==> src/rtl/regbus_master.sv <==
// Peripheral register bus initiator: turns accepted command words into timed
// cs/addr/data/byte-strobe cycles and returns exactly one response per command.
module regbus_master #(
  parameter int SETUP_CYCLES  = 1,
  parameter int STROBE_CYCLES = 2,
  parameter int HOLD_CYCLES   = 1,
  parameter int READ_WAIT     = 2
) (
  input  logic        clk,
  input  logic        reset_n,
  input  logic        cmdValid,
  output logic        cmdReady,
  input  logic        cmdWrite,
  input  logic [12:0] cmdAddr,
  input  logic [31:0] cmdData,
  input  logic [3:0]  cmdByteEn,
  output logic        rspValid,
  input  logic        rspReady,
  output logic [31:0] rspData,
  output logic        rspWrite,
  output logic        cs,
  output logic [12:0] addr,
  output logic [31:0] busDataOut,
  input  logic [31:0] busDataIn,
  output logic        wr0,
  output logic        wr1,
  output logic        wr2,
  output logic        wr3
);

  typedef enum logic [2:0] {IDLE, SETUP, STROBE, HOLD, RDWAIT, RESP} state_t;

  // One shared phase counter; 16 bits covers any sensible timing parameter.
  localparam int CNT_W = 16;
  localparam logic [CNT_W-1:0] SETUP_LAST  = CNT_W'(SETUP_CYCLES - 1);
  localparam logic [CNT_W-1:0] STROBE_LAST = CNT_W'(STROBE_CYCLES - 1);
  localparam logic [CNT_W-1:0] HOLD_LAST   = CNT_W'(HOLD_CYCLES - 1);
  localparam logic [CNT_W-1:0] READ_LAST   = CNT_W'(READ_WAIT - 1);

  state_t           state_reg, state_next;
  logic [CNT_W-1:0] cnt_reg, cnt_next;
  logic             cs_reg, cs_next;
  logic [12:0]      addr_reg, addr_next;
  logic [31:0]      wdata_reg, wdata_next;
  logic [3:0]       be_reg, be_next;
  logic [3:0]       wr_reg, wr_next;
  logic             rsp_valid_reg, rsp_valid_next;
  logic [31:0]      rsp_data_reg, rsp_data_next;
  logic             rsp_write_reg, rsp_write_next;

  // Next-state and next-output decode; every register holds unless a phase ends.
  always_comb begin
    state_next     = state_reg;
    cnt_next       = cnt_reg;
    cs_next        = cs_reg;
    addr_next      = addr_reg;
    wdata_next     = wdata_reg;
    be_next        = be_reg;
    wr_next        = wr_reg;
    rsp_valid_next = rsp_valid_reg;
    rsp_data_next  = rsp_data_reg;
    rsp_write_next = rsp_write_reg;
    case (state_reg)
      IDLE: begin
        if (cmdValid) begin
          cs_next    = 1'b1;
          addr_next  = cmdAddr;
          wdata_next = cmdData;
          be_next    = cmdByteEn;
          cnt_next   = '0;
          state_next = cmdWrite ? SETUP : RDWAIT;
        end
      end
      SETUP: begin
        if (cnt_reg == SETUP_LAST) begin
          wr_next    = be_reg;
          cnt_next   = '0;
          state_next = STROBE;
        end else begin
          cnt_next = cnt_reg + 1'b1;
        end
      end
      STROBE: begin
        if (cnt_reg == STROBE_LAST) begin
          wr_next    = 4'b0000;
          cnt_next   = '0;
          state_next = HOLD;
        end else begin
          cnt_next = cnt_reg + 1'b1;
        end
      end
      HOLD: begin
        if (cnt_reg == HOLD_LAST) begin
          cs_next        = 1'b0;
          rsp_valid_next = 1'b1;
          rsp_write_next = 1'b1;
          rsp_data_next  = '0;
          cnt_next       = '0;
          state_next     = RESP;
        end else begin
          cnt_next = cnt_reg + 1'b1;
        end
      end
      RDWAIT: begin
        if (cnt_reg == READ_LAST) begin
          cs_next        = 1'b0;
          rsp_valid_next = 1'b1;
          rsp_write_next = 1'b0;
          rsp_data_next  = busDataIn;
          cnt_next       = '0;
          state_next     = RESP;
        end else begin
          cnt_next = cnt_reg + 1'b1;
        end
      end
      RESP: begin
        if (rspReady) begin
          rsp_valid_next = 1'b0;
          state_next     = IDLE;
        end
      end
      default: begin
        state_next = IDLE;
      end
    endcase
  end

  // State and registered bus/response outputs; reset forces the bus idle at once.
  always_ff @(posedge clk or negedge reset_n) begin
    if (!reset_n) begin
      state_reg     <= IDLE;
      cnt_reg       <= '0;
      cs_reg        <= 1'b0;
      addr_reg      <= '0;
      wdata_reg     <= '0;
      be_reg        <= '0;
      wr_reg        <= '0;
      rsp_valid_reg <= 1'b0;
      rsp_data_reg  <= '0;
      rsp_write_reg <= 1'b0;
    end else begin
      state_reg     <= state_next;
      cnt_reg       <= cnt_next;
      cs_reg        <= cs_next;
      addr_reg      <= addr_next;
      wdata_reg     <= wdata_next;
      be_reg        <= be_next;
      wr_reg        <= wr_next;
      rsp_valid_reg <= rsp_valid_next;
      rsp_data_reg  <= rsp_data_next;
      rsp_write_reg <= rsp_write_next;
    end
  end

  assign cmdReady   = (state_reg == IDLE);
  assign rspValid   = rsp_valid_reg;
  assign rspData    = rsp_data_reg;
  assign rspWrite   = rsp_write_reg;
  assign cs         = cs_reg;
  assign addr       = addr_reg;
  assign busDataOut = wdata_reg;
  assign wr0        = wr_reg[0];
  assign wr1        = wr_reg[1];
  assign wr2        = wr_reg[2];
  assign wr3        = wr_reg[3];

endmodule

==> config.mk <==
export PLATFORM = sky130hd
export DESIGN_NAME = regbus_master
export DESIGN_NICKNAME = d
export VERILOG_FILES = /design/src/rtl/regbus_master.sv
export SDC_FILE = /design/constraint.sdc
export NUM_CORES = 1
export LEC_CHECK = 0
export CORE_MARGIN = 3
export CORE_UTILIZATION = 35
export CTS_CLUSTER_DIAMETER = 200
export CTS_CLUSTER_SIZE = 14
export DETAILED_ROUTE_END_ITERATION = 10
export PLACE_DENSITY = 0.66
export SETUP_SLACK_MARGIN = 0.15
export SYNTH_ARGS = -nofsm -noshare
export SYNTH_HDL_FRONTEND = slang
export SYNTH_SLANG_ARGS = --single-unit
==> constraint.sdc <==
create_clock -name clk -period 2.8 [get_ports clk]
set_input_delay 0.84 -clock clk [delete_from_list [all_inputs] [get_ports clk]]
set_output_delay 0.84 -clock clk [all_outputs]
set_load 0.01 [all_outputs]
==> results_dict.tcl <==
set metrics [dict create \
    path_max_fanout 12 \
    r2r_start "cnt_reg[5]" \
    rows 41 \
    synth_nets 502 \
    globalplace.congestion 0.785 \
    netlist_area_mm2 0.00464 \
    root_buffer "clkbuf_16" \
    start_util_pct 36.3 \
    startpoint "state_reg[0]" \
    tritoncts "done" \
    grt_pass1_wl_um 18700 \
    drc 0 \
    diodes 0 \
    relSlewSlack_pct 50.2 \
    max_freq_mhz 403 \
    grt.total_usage_pct 16.1 \
    yosysTopAreaCell "dfrtp_1" \
    cp_data_required_time_ps 1960 \
    syn_area_per_cell_um2 11.2 \
    first_pass_iters 4 \
    irDropWorstVdd_uv 418 \
    clk_pin_slew_ps 70 \
    yosysSeqAreaShare_pct 57.7 \
    cp_cell_sequence "or2_2 > nor2_1 > dlygate4sd2_1" \
    period_needed_ps 2480 \
    viasPerCell 4.79 \
    ys_types 45 \
    die_w_um 121 \
    ys.flop_type "dfrtp_1" \
    post-dp-hpwl_um 8340 \
    drt_wl_total_um 11600 \
    drv_cap 0 \
    finalInstanceArea_mm2 0.00685 \
    place_area_mm2 0.00650 \
    cts_sinks 107 \
    outcome "complete, no violations" \
    die_h_um 121 \
    overflow 0 \
    maxSlewViolCount 0 \
    cp_top_family "simple AND/OR/NAND/NOR gates" \
    cts_buffer_depth 2 \
    fin_ws_ps 321 \
    rsz0062_at_grt "false" \
    vias 3636 \
    synthArstFlopShare_pct 100 \
    synth_warnings 0 \
    wl_per_cell_um 15.3 \
    drtIter0Drc 199 \
    insertion_delay_ps 350 \
    synth_area_leaders "dfrtp_1 58%, mux2_2 11%, nand2_1 6.5%, nand3_1 4.2%, o21ai_0 1.5%" \
    synth_cells 413 \
    worst_ep_arrival_time_ps 1640 \
    grt_max_degree 49 \
    path_class "flop to output port" \
    setup_viol 0 \
    leakage_nw 3.01 \
    min_from "rspData[28]" \
    pre_cts_slack_ps 242 \
    grt_pass1_vias 3631 \
    critPathLaunchType "flop" \
    post-route-period-util_pct 88.5 \
    worstMarginPinSlew_ps 747 \
    antenna_found_initial 0 \
    pin_count 171 \
    hold_path.class "flop to flop" \
    tns_ps 0 \
    slowest_delay_ps 480 \
    nets 671 \
    hold_viol_final 0 \
    synth_enable_flop_cells 0 \
    cp-end-kind "output port" \
    ys_ff_latch 107 \
    hold_buffers 0 \
    slowest_stage "dfrtp_2" \
    power.density_mw_per_mm2 459 \
    htreeDepth 3 \
    numCtsBuffers 9 \
    syn_to_final_growth_pct 47.5 \
    fin_skew_ps 5.15 \
    dieArea_mm2 0.0147 \
    critPathBufInv 1 \
    drive_gt1_share_pct 14.8 \
    ant_nets 0 \
    synth_top_area_share_pct 57.7 \
    core_mm2 0.0128 \
    io_buffers 170 \
]
## cells in the final DEF (no fill, tap or decap), types with 3 or more instances in the layout
master / n
mux2_2: 45
or3_1: 4
nand2b_1: 3
o21ai_0: 14
clkbuf_16: 9
nand2_1: 81
xor2_1: 8
a21oi_1: 10
nand4_1: 5
a31oi_1: 3
inv_1: 11
buf_4: 9
nor2_1: 13
bufinv_16: 3
clkdlybuf4s50_1: 168
nor2b_1: 4
dfrtp_1: 106
ha_1: 3
or4_4: 3
mux2i_1: 5
nand3_1: 39
## worst min-delay path: cells and delay by family, from the launching register on
kind	cells	cell delay, ps
flip-flops	1	340
AND/OR/NAND/NOR	2	110
## path summary, 6_finish.rpt
path | to | slack [ps] | cells after the start
worst max-delay path | cmdReady | 320 | 3
worst min-delay path | rspData[28] | 490 | 2
worst max register to register | cnt_reg[2] | 430 | 5
worst min register to register | rspData[28] | 490 | 2
max in group asynchronous | rspData[7] | 1590 | 2
min in group asynchronous | rspData[16] | 500 | 1
## what timing repair did
action,4_1_cts,5_1_grt
resized for setup,2,0
buffers inserted,0,0
setup endpoints to repair,1,0
## metal layers
layer,vias up,global-route usage [%],part of all wire (%)
met5,-,0,0
met4,0,4.20,1.3
met3,15,5.36,6.5
met2,107,26.7,49
met1,1766,20.3,43
li1,1748,-,-
## synthesized netlist by cell type (2+ instances only)
cell type	n
a21o_1	2
a21oi_1	10
a31oi_1	3
and3_1	2
and3_2	2
and4_1	2
buf_12	3
buf_2	11
clkbuf_1	6
dfrtp_1	107
ha_1	3
inv_1	11
mux2_2	45
mux2i_1	5
nand2_1	81
nand2b_1	3
nand3_1	39
nand3_2	2
nand4_1	5
nor2_1	13
nor2b_1	4
nor3_1	2
nor4_4	2
o21ai_0	14
o22ai_1	2
or2_2	2
or3_1	4
or3b_2	2
or4_4	3
xor2_1	8
## area by class of cell
class                           count  area, µm²
Clock buffer                       12        246
Inverter                           11       41.3
Timing Repair Buffer              180       1800
Multi-Input combinational cell    273       1770
Sequential cell                   107       2680
Fill cell                        1097       5930
Tap cell                          172        215
Clock inverter                      4       97.6
## logic make-up after synthesis
family | Yosys count | share of synthesized area (%)
flip-flops | 107 | 57.7
AO/OA/AOI/OAI | 38 | 4.88
adder cells (fa/ha/maj) | 3 | 0.809
multiplexers | 50 | 12.0
buffers and inverters | 33 | 4.26
XOR/XNOR | 9 | 1.70
AND/OR/NAND/NOR | 173 | 18.7
## power breakdown
group,total [mW],switching [mW],internal [mW]
registers,1.54,0,1.54
clock network,1.44,0.542,0.899
logic,0.158,0.0492,0.109
## through the flow
step / utilization, % / power, mW / hold WS (ps) / instances
floorplan: - / 1.58 / 490 / 413
global placement: 50.9 / 1.73 / 469 / 743
detailed placement: 50.9 / 1.73 / 478 / 743
CTS: 53.6 / 3.19 / 492 / 759
global route: 53.6 / 3.25 / 515 / 759
finish: 53.6 / 3.14 / 488 / 759
(Power assumes the default switching activity.)
